--- config.mk ---
export PLATFORM = sky130hd
export DESIGN_NAME = periph_bus_arbiter_flat
export DESIGN_NICKNAME = d
export VERILOG_FILES = /design/src/rtl/periph_bus_arbiter_pkg.sv /design/src/rtl/periph_bus_arbiter_if.sv /design/src/rtl/periph_bus_arbiter_rr_arbiter2.sv /design/src/rtl/periph_bus_arbiter.sv /design/src/flat_wrapper.sv
export SDC_FILE = /design/constraint.sdc
export NUM_CORES = 1
export LEC_CHECK = 0
export ABC_AREA = 0
export ABC_CLOCK_PERIOD_IN_PS = 3100
export CAP_MARGIN = 20
export CORE_AREA = 2 2 91 137
export CTS_CLUSTER_SIZE = 24
export DETAILED_ROUTE_END_ITERATION = 10
export DIE_AREA = 0 0 93 139
export PLACE_DENSITY = 0.74
export REMOVE_ABC_BUFFERS = 1
export SYNTH_ARGS = -nofsm -noshare
export SYNTH_HDL_FRONTEND = slang
export SYNTH_HIERARCHICAL = 1
export SYNTH_SLANG_ARGS = --single-unit
--- constraint.sdc ---
create_clock -name clk -period 3.1 [get_ports clk]
set_clock_uncertainty 0.05 [all_clocks]
set_input_delay 0.465 -clock clk [delete_from_list [all_inputs] [get_ports clk]]
set_output_delay 0.465 -clock clk [all_outputs]
set_load 0.02 [all_outputs]
--- src/rtl/periph_bus_arbiter_pkg.sv ---
// Shared definitions for the peripheral bus arbiter.
// Holds the FSM state encodings, the master index constants and a
// helper that turns a master index into a one-hot grant vector.
package periph_bus_arbiter_pkg;

  localparam logic [1:0] ST_IDLE   = 2'd0;
  localparam logic [1:0] ST_ACCESS = 2'd1;
  localparam logic [1:0] ST_ACK    = 2'd2;

  localparam logic M0 = 1'b0;
  localparam logic M1 = 1'b1;

  function automatic logic [1:0] onehot2(input logic idx);
    return idx ? 2'b10 : 2'b01;
  endfunction

endpackage

--- src/rtl/periph_bus_arbiter_if.sv ---
// One bus-master port of the peripheral bus arbiter.
//   req         master -> arbiter  request, held until ack
//   lock        master -> arbiter  keep the grant for the next transaction
//   periph_addr master -> arbiter  peripheral select (4 bits)
//   reg_addr    master -> arbiter  register select (4 bits)
//   rw          master -> arbiter  1 = write, 0 = read
//   wdata       master -> arbiter  write data
//   ack         arbiter -> master  one-cycle completion pulse
//   rdata       arbiter -> master  last read data, valid with ack
interface periph_bus_arbiter_if #(
  parameter int DATA_WIDTH = 32
);
  logic                  req;
  logic                  lock;
  logic [3:0]            periph_addr;
  logic [3:0]            reg_addr;
  logic                  rw;
  logic [DATA_WIDTH-1:0] wdata;
  logic                  ack;
  logic [DATA_WIDTH-1:0] rdata;

  modport master (
    output req, lock, periph_addr, reg_addr, rw, wdata,
    input  ack, rdata
  );

  modport slave (
    input  req, lock, periph_addr, reg_addr, rw, wdata,
    output ack, rdata
  );
endinterface

--- src/rtl/periph_bus_arbiter_rr_arbiter2.sv ---
// Combinational two-way round-robin pick.
//   req        requests, bit i = master i
//   rr_ptr     master favoured when both request
//   lock_valid a burst lock is active
//   lock_owner master holding the lock
//   gnt        one-hot winner, 00 when nobody requests
// A live lock whose owner is still requesting overrides round-robin; a lock
// whose owner has gone quiet falls through to normal arbitration.
module rr_arbiter2
  import periph_bus_arbiter_pkg::*;
(
  input  logic [1:0] req,
  input  logic       rr_ptr,
  input  logic       lock_valid,
  input  logic       lock_owner,
  output logic [1:0] gnt
);

  always_comb begin
    gnt = 2'b00;
    if (lock_valid && req[lock_owner]) begin
      gnt = onehot2(lock_owner);
    end else if (req == 2'b11) begin
      gnt = onehot2(rr_ptr);
    end else begin
      gnt = req;
    end
  end

endmodule

--- src/rtl/periph_bus_arbiter.sv ---
// Shares the peripheral-controller access port between two masters
// (m0 = CPU load/store, m1 = DMA). Round-robin arbitration with an optional
// bounded burst lock; each transaction is a fixed ACCESS_CYCLES ce window
// followed by a one-cycle ack carrying registered read data.
//   clk, rst          clock, asynchronous active-low reset
//   m0, m1            master ports (periph_bus_arbiter_if.slave)
//   bus_*             controller access port (addr, rw, ce, wdata / rdata)
//   grant             one-hot current owner, 00 when idle
//   busy              high in ACCESS and ACK
module periph_bus_arbiter
  import periph_bus_arbiter_pkg::*;
#(
  parameter int DATA_WIDTH    = 32,
  parameter int ACCESS_CYCLES = 1,
  parameter int MAX_BURST     = 4
) (
  input  logic                  clk,
  input  logic                  rst,
  periph_bus_arbiter_if.slave   m0,
  periph_bus_arbiter_if.slave   m1,
  output logic [3:0]            bus_periph_addr,
  output logic [3:0]            bus_reg_addr,
  output logic                  bus_rw,
  output logic                  bus_ce,
  output logic [DATA_WIDTH-1:0] bus_wdata,
  input  logic [DATA_WIDTH-1:0] bus_rdata,
  output logic [1:0]            grant,
  output logic                  busy
);

  localparam int CNT_W = (ACCESS_CYCLES > 1) ? $clog2(ACCESS_CYCLES) : 1;
  localparam int BC_W  = (MAX_BURST > 1) ? $clog2(MAX_BURST) : 1;
  localparam logic [CNT_W-1:0] CNT_LOAD   = CNT_W'(ACCESS_CYCLES - 1);
  localparam logic [BC_W-1:0]  BURST_LAST = BC_W'(MAX_BURST - 1);

  logic [1:0]            state;
  logic [CNT_W-1:0]      cnt;
  logic [BC_W-1:0]       burst_cnt;
  logic                  rr_ptr;
  logic                  lock_valid;
  logic                  owner;
  logic [DATA_WIDTH-1:0] rdata_q;

  logic [3:0]            periph_q;
  logic [3:0]            reg_q;
  logic                  rw_q;
  logic [DATA_WIDTH-1:0] wdata_q;

  logic [1:0]            req_vec;
  logic [1:0]            pick;
  logic                  owner_lock;
  logic                  in_access;

  assign req_vec    = {m1.req, m0.req};
  assign owner_lock = (owner == M1) ? m1.lock : m0.lock;

  rr_arbiter2 u_rr (
    .req        (req_vec),
    .rr_ptr     (rr_ptr),
    .lock_valid (lock_valid),
    .lock_owner (owner),
    .gnt        (pick)
  );

  // Control state: FSM, counters, arbitration history, read-data register.
  always_ff @(posedge clk or negedge rst) begin
    if (!rst) begin
      state      <= ST_IDLE;
      cnt        <= '0;
      burst_cnt  <= '0;
      rr_ptr     <= M0;
      lock_valid <= 1'b0;
      owner      <= M0;
      rdata_q    <= '0;
    end else begin
      case (state)
        ST_IDLE: begin
          // Owner gave up its lock by not requesting: drop it; the arbiter
          // has already fallen through to a normal pick this cycle.
          if (lock_valid && !req_vec[owner]) begin
            lock_valid <= 1'b0;
            burst_cnt  <= '0;
          end
          if (pick != 2'b00) begin
            owner <= pick[1];
            cnt   <= CNT_LOAD;
            state <= ST_ACCESS;
          end
        end
        ST_ACCESS: begin
          if (cnt == '0) begin
            if (!rw_q) rdata_q <= bus_rdata;
            state <= ST_ACK;
          end else begin
            cnt <= cnt - CNT_W'(1);
          end
        end
        ST_ACK: begin
          rr_ptr <= ~owner;
          if (owner_lock && (burst_cnt < BURST_LAST)) begin
            lock_valid <= 1'b1;
            burst_cnt  <= burst_cnt + BC_W'(1);
          end else begin
            lock_valid <= 1'b0;
            burst_cnt  <= '0;
          end
          state <= ST_IDLE;
        end
        default: state <= ST_IDLE;
      endcase
    end
  end

  // Transaction fields latched at grant; outputs are gated by state, so
  // these need no reset.
  always_ff @(posedge clk) begin
    if (state == ST_IDLE && pick != 2'b00) begin
      periph_q <= pick[1] ? m1.periph_addr : m0.periph_addr;
      reg_q    <= pick[1] ? m1.reg_addr    : m0.reg_addr;
      rw_q     <= pick[1] ? m1.rw          : m0.rw;
      wdata_q  <= pick[1] ? m1.wdata       : m0.wdata;
    end
  end

  assign in_access       = (state == ST_ACCESS);
  assign bus_ce          = in_access;
  assign bus_periph_addr = in_access ? periph_q : 4'h0;
  assign bus_reg_addr    = in_access ? reg_q : 4'h0;
  assign bus_rw          = in_access & rw_q;
  assign bus_wdata       = (in_access && rw_q) ? wdata_q : '0;
  assign busy            = (state == ST_ACCESS) || (state == ST_ACK);
  assign grant           = busy ? onehot2(owner) : 2'b00;

  assign m0.ack   = (state == ST_ACK) && (owner == M0);
  assign m1.ack   = (state == ST_ACK) && (owner == M1);
  assign m0.rdata = rdata_q;
  assign m1.rdata = rdata_q;

endmodule

--- src/flat_wrapper.sv ---
// flat-port wrapper written by rule: the top's interface ports become plain ports
module periph_bus_arbiter_flat import periph_bus_arbiter_pkg::*;
#(
  parameter int DATA_WIDTH    = 32,
  parameter int ACCESS_CYCLES = 1,
  parameter int MAX_BURST     = 4
)
  (clk, rst, bus_periph_addr, bus_reg_addr, bus_rw, bus_ce, bus_wdata, bus_rdata, grant, busy, m0_req, m0_lock, m0_periph_addr, m0_reg_addr, m0_rw, m0_wdata, m0_ack, m0_rdata, m1_req, m1_lock, m1_periph_addr, m1_reg_addr, m1_rw, m1_wdata, m1_ack, m1_rdata);
  periph_bus_arbiter_if #(.DATA_WIDTH(DATA_WIDTH)) m0_i ();
  periph_bus_arbiter_if #(.DATA_WIDTH(DATA_WIDTH)) m1_i ();
  input  logic clk;
  input  logic rst;
  output logic [3:0] bus_periph_addr;
  output logic [3:0] bus_reg_addr;
  output logic bus_rw;
  output logic bus_ce;
  output logic [DATA_WIDTH-1:0] bus_wdata;
  input  logic [DATA_WIDTH-1:0] bus_rdata;
  output logic [1:0] grant;
  output logic busy;
  input wire logic [$bits(m0_i.req)-1:0] m0_req;
  input wire logic [$bits(m0_i.lock)-1:0] m0_lock;
  input wire logic [$bits(m0_i.periph_addr)-1:0] m0_periph_addr;
  input wire logic [$bits(m0_i.reg_addr)-1:0] m0_reg_addr;
  input wire logic [$bits(m0_i.rw)-1:0] m0_rw;
  input wire logic [$bits(m0_i.wdata)-1:0] m0_wdata;
  output wire logic [$bits(m0_i.ack)-1:0] m0_ack;
  output wire logic [$bits(m0_i.rdata)-1:0] m0_rdata;
  input wire logic [$bits(m1_i.req)-1:0] m1_req;
  input wire logic [$bits(m1_i.lock)-1:0] m1_lock;
  input wire logic [$bits(m1_i.periph_addr)-1:0] m1_periph_addr;
  input wire logic [$bits(m1_i.reg_addr)-1:0] m1_reg_addr;
  input wire logic [$bits(m1_i.rw)-1:0] m1_rw;
  input wire logic [$bits(m1_i.wdata)-1:0] m1_wdata;
  output wire logic [$bits(m1_i.ack)-1:0] m1_ack;
  output wire logic [$bits(m1_i.rdata)-1:0] m1_rdata;
  assign m0_i.req = m0_req;
  assign m0_i.lock = m0_lock;
  assign m0_i.periph_addr = m0_periph_addr;
  assign m0_i.reg_addr = m0_reg_addr;
  assign m0_i.rw = m0_rw;
  assign m0_i.wdata = m0_wdata;
  assign m0_ack = m0_i.ack;
  assign m0_rdata = m0_i.rdata;
  assign m1_i.req = m1_req;
  assign m1_i.lock = m1_lock;
  assign m1_i.periph_addr = m1_periph_addr;
  assign m1_i.reg_addr = m1_reg_addr;
  assign m1_i.rw = m1_rw;
  assign m1_i.wdata = m1_wdata;
  assign m1_ack = m1_i.ack;
  assign m1_rdata = m1_i.rdata;
  periph_bus_arbiter #(.DATA_WIDTH(DATA_WIDTH), .ACCESS_CYCLES(ACCESS_CYCLES), .MAX_BURST(MAX_BURST)) u_core (.clk(clk), .rst(rst), .m0(m0_i), .m1(m1_i), .bus_periph_addr(bus_periph_addr), .bus_reg_addr(bus_reg_addr), .bus_rw(bus_rw), .bus_ce(bus_ce), .bus_wdata(bus_wdata), .bus_rdata(bus_rdata), .grant(grant), .busy(busy));
endmodule
# Word-level counts from Yosys, hierarchy flattened
# Index checks and enable logic that the tools add are counted.
[word_totals] elab_cells=70 in_bits=120 output_inout_bits=111 register_bits=81
[classes] muxes=27 reduce_logical=18 n_eq_ne=6 n_addsub=2 n_lt_le_gt_ge=2 bitwise=4
[op_table] op="$mux W32" count=2
[op_table] op="$mux W2" count=9
[op_table] op="$mux W4" count=4
[op_table] op="$mux W1" count=8
[op_table] op="$pmux W2 S2" count=2
[op_table] op="$reduce_and A2 Y1" count=4
[op_table] op="$logic_and A1 B1 Y1" count=7
[op_table] op="$reduce_bool A2 Y1" count=3
[op_table] op="$eq A2 B2 Y1 const B" count=2
[op_table] op="$ne A2 B1 Y1 const B" count=2
[op_table] op="$pmux W1 S2" count=2
[op_table] op="$not A1 Y1" count=3
[op_table] op="$reduce_and A3 Y1" count=1
[op_table] op="$add A2 B1 Y2 const B" count=1
[op_table] op="$eq A2 B1 Y1 const B" count=1
[op_table] op="$logic_not A2 Y1" count=1
[op_table] op="$lt A1 B2 Y1 const B" count=1
[op_table] op="$lt A2 B2 Y1 const B" count=1
[op_table] op="$ne A2 B2 Y1 const B" count=1
[op_table] op="$and A1 B1 Y1" count=1
[op_table] op="$logic_not A1 Y1" count=1
[op_table] op="$logic_or A1 B1 Y1" count=1
[op_table] op="$sub A1 B1 Y1 const B" count=1

# Logic depth before layout (Yosys ltp)
[depth] depth_word=7 mapped_depth=6

# Cells and area by module
# The synthesis kept the hierarchy.
[by_module_without_submodules] mod="periph_bus_arbiter" cells_per_inst=273 area_per_inst_um2=3900.0 n_inst=1 seq_area_each_um2=2207.1
[by_module_without_submodules] mod="rr_arbiter2" cells_per_inst=4 area_per_inst_um2=31.3 n_inst=1 seq_area_each_um2=0.0

# Worst setup path before layout
# OpenSTA, ideal clock, no wires.
[synth_timing] kind="register to register" start="register u_core.owner" end="register u_core.periph_q[0], enable pin" required_ns=2.606 arrival_time_ns=2.840 path_stages_with_launch=6 setup_time_ns=0.444 setup_slack_ns=-0.235 n_path_buf=1 cell_sequence="dfrtp_1 > mux2_4 > o21a_1 > clkbuf_1 > nor2_1 > nor2b_1"
[synth_between] elab_chain_len=6
[synth_rtl] item="start: declaration" line="periph_bus_arbiter.sv:41" rtl="logic owner;"
[synth_rtl] item="start signal: assignment" line="periph_bus_arbiter.sv:85" rtl="owner <= pick[1];"
[synth_rtl] item="$mux W1 (not written as such) (2 in series)" line="periph_bus_arbiter_rr_arbiter2.sv:21" rtl="if (lock_valid && req[lock_owner]) begin"
[synth_rtl] item="$logic_and A1 B1 Y1" line="periph_bus_arbiter_rr_arbiter2.sv:21"
[synth_rtl] item="$mux W2 *" line="periph_bus_arbiter_rr_arbiter2.sv:21"
[synth_rtl] item="via u_core.pick[1]" line="periph_bus_arbiter.sv:50" rtl="logic [1:0] pick;"
[synth_rtl] item="$reduce_bool A2 Y1 *" line="periph_bus_arbiter.sv:117" rtl="if (state == ST_IDLE && pick != 2'b00) begin"
[synth_rtl] item="$logic_and A1 B1 Y1 *" line="periph_bus_arbiter.sv:117"
[synth_rtl] item="end signal: assignment" line="periph_bus_arbiter.sv:118" rtl="periph_q <= pick[1] ? m1.periph_addr : m0.periph_addr;"
[synth_rtl] item="end: declaration" line="periph_bus_arbiter.sv:44" rtl="logic [3:0] periph_q;"
# Mark *: on every way through the listed nets, which the timed path passes. The rest lies on a longest branch. The select of a mux whose other input is x is not followed.
# A chain may end at the register's enable or synchronous reset.

# Worst setup path after layout
[layout_timing] start="register u_core.rw_q" end="output bus_wdata[22]"
[layout_between] elab_chain_len=2
[layout_rtl] item="start: declaration" line="periph_bus_arbiter.sv:46" rtl="logic rw_q;"
[layout_rtl] item="start signal: assignment" line="periph_bus_arbiter.sv:120" rtl="rw_q <= pick[1] ? m1.rw : m0.rw;"
[layout_rtl] item="$logic_and A1 B1 Y1" line="periph_bus_arbiter.sv:130" rtl="assign bus_wdata = (in_access && rw_q) ? wdata_q : '0;"
[layout_rtl] item="$mux W32" line="periph_bus_arbiter.sv:130"
[layout_rtl] item="end: declaration" line="flat_wrapper.sv:17" rtl="output logic [DATA_WIDTH-1:0] bus_wdata;"
# Every way passes these cells.

==> flow_metrics.tcl <==
set metrics [dict create \
    status "completed" \
    reg2regPathDepth 6 \
    reg2reg_slack_ns 0.97 \
    clock_latency_ns 0.33 \
    max_stage_delay_ns 1.00 \
    antennaDiodeCount 0 \
    cts_tree "built" \
    fmax_mhz 362 \
    portBuffers 230 \
    post_cts_resized 0 \
    path_buf_inv 1 \
    cts_buffers 9 \
    relSlewSlack 0.342 \
    seq_area_sq_um 2210 \
    ys.flop_type "edfxtp_1" \
    clock_path_buffers 2 \
    vdd_drop_max_v 0.000638 \
    synth.distinct_cells 28 \
    drt_iter0_drc 79 \
    start_kind "register" \
    route.vias.total 2911 \
    drc 0 \
    syn_area_per_cell_sq_um 14.2 \
    setup_viol 0 \
    arrival_ns 2.25 \
    finalCritPeriodShare 0.890 \
    cts.htree.levels 3 \
    path_cells "and3_1 > clkdlybuf4s50_1" \
    ys_seq_area_frac 0.561 \
    fill_cells 1007 \
    antenna_left 0 \
    slew_violations 0 \
    cts.sinks 80 \
    placedInstanceArea_sq_um 6130 \
    hold_path.class "input pin to async pin" \
    power_mw 6.16 \
    start_util 0.334 \
    rsz0062_at_grt "no" \
    syn_inst 277 \
    rows 49 \
    multi_input_area_sq_um 1390 \
    vias_per_cell 4.61 \
    drt_wl_total_microns 10100 \
    area_growth_pct 64.3 \
    place_hpwl_microns 7390 \
    grt_use_total 0.157 \
    synth_edf_count 41 \
    die_h_microns 139 \
    crit_type "register to output port" \
    gp_congestion 0.717 \
    clk_pin_slew_ns 0.06 \
    worstReg2RegStart "u_core/state[1]" \
    rr_endpoint "u_core/m0.rdata[30]" \
    pre_cts_ws_ns 0.431 \
    gr-total-overflow 0 \
    layout_common_cells "clkdlybuf4s50_1 (229), mux2_2 (75), edfxtp_1 (41)" \
    die_width_microns 93 \
    cp_top_family "flip-flops" \
    synth_warnings 6 \
    coreArea_sq_um 11800 \
    worstMarginPinSlew_ns 0.986 \
    finalWorstSetupSlack_ns 0.340 \
    final_common_cell "clkdlybuf4s50_1" \
    slowest_stage "edfxtp_1" \
    finalInstanceArea_sq_um 6460 \
    die_area_sq_um 12900 \
    grt_pass1_vias 3134 \
    antenna_found_initial 1 \
    fin_nets 599 \
    grt_max_degree 44 \
    cts-root-buf "clkbuf_16" \
    synth-seq-cells 80 \
    drive_gt1_frac 0.221 \
    ctsHoldBuffers 0 \
    setup.worst_path.end_class "output port" \
    cts_setup_buffers 0 \
    path_max_fanout 34 \
    num_io_pins 231 \
    dr.pass1.iters 4 \
    grt_pass1_wl_microns 15800 \
    finalHoldViolations 0 \
    wl_per_cell_microns 16.0 \
    worstPathRequired_ns 2.58 \
    p_leak_nw 2.56 \
    ys_async_sr_fraction 0.488 \
    p_per_area_nw_per_um2 953 \
    maxCapViolCount 0 \
    synthesis.area_sq_um 3930 \
    fin_crit_ns 2.76 \
]
==> report_power, final <==
| part | internal (mW) | switching [mW] |
|---|---|---|
| combinational | 1.65 | 1.50 |
| clock | 0.706 | 0.409 |
| sequential | 1.61 | 0.271 |
==> cells in the mapped netlist (2+ instances only) <==
cell / count / area share
buf_4: 32 / 0.061
mux2_2: 75 / 0.21
buf_6: 2 / 0.0057
and2_1: 9 / 0.014
inv_1: 4 / 0.0038
mux2_4: 5 / 0.019
ha_1: 5 / 0.016
nor2b_1: 2 / 0.0032
nand2_1: 3 / 0.0029
clkbuf_1: 8 / 0.0076
edfxtp_1: 41 / 0.31
and2_2: 2 / 0.0038
and3_1: 32 / 0.051
nor2_1: 2 / 0.0019
dfrtp_1: 39 / 0.25
buf_2: 4 / 0.0051
==> per-layer routing <==
layer / GRT usage / vias up / share of wire / wire, microns
met3: 0.0538 / 14 / 0.093 / 938
met2: 0.283 / 147 / 0.53 / 5360
met5: 0 / - / 0.0013 / 13
met1: 0.165 / 1397 / 0.36 / 3600
li1: - / 1351 / - / -
met4: 0.0611 / 2 / 0.019 / 187
==> sequential cells by signal (all words and copies together), names as in the netlist <==
register and flops:
u_core/state 2, u_core/owner 1, u_core/burst_cnt 2, u_core/rw_q 1, u_core/rr_ptr 1, u_core/reg_q 4, u_core/m0.rdata 32, u_core/lock_valid 1
u_core/wdata_q 32, u_core/periph_q 4
==> logic make-up after synthesis <==
family | count (synthesis) | synth area share
flip-flops | 80 | 0.561
AND/OR/NAND/NOR | 54 | 0.0859
adder cells (fa/ha/maj) | 5 | 0.0159
AO/OA/AOI/OAI | 6 | 0.0146
buffers and inverters | 52 | 0.0882
multiplexers | 80 | 0.234
==> stage by stage <==
step                hold WS [ns]  cells  utilization  TNS (ns)
detailed placement         0.443    615        0.521         0
CTS                        0.224    631        0.547         0
floorplan                  0.119    229            -    -51.35
global route               0.270    632        0.549         0
finish                     0.208    632        0.549         0
global placement           0.419    615        0.521         0
==> area by class of cell <==
class | instances | share of cell area
clock buffers | 11 | 0.0360
clock inverters | 5 | 0.0124
inverters | 4 | 0.00232
multi-input cells | 145 | 0.216
flip-flops and latches | 80 | 0.342
well taps | 153 | 0.0296
repair buffers | 234 | 0.362
==> worst max-delay path by stage <==
| stage | to | startpoint | slack [ns] | cells past startpoint |
|---|---|---|---|---|
| after global routing | bus_wdata[22] | u_core/rw_q | 0.18 | 2 |
| after detailed placement | u_core/wdata_q[9] | m0_req | 0.43 | 5 |
| final | bus_wdata[22] | u_core/rw_q | 0.34 | 2 |
| after CTS | bus_wdata[22] | u_core/rw_q | 0.34 | 2 |
| after global placement | u_core/wdata_q[10] | m0_req | 0.49 | 5 |
| after floorplan | u_core/periph_q[0] | u_core/owner | -1.07 | 4 |
Note: power is estimated with default switching activity, not from simulation.
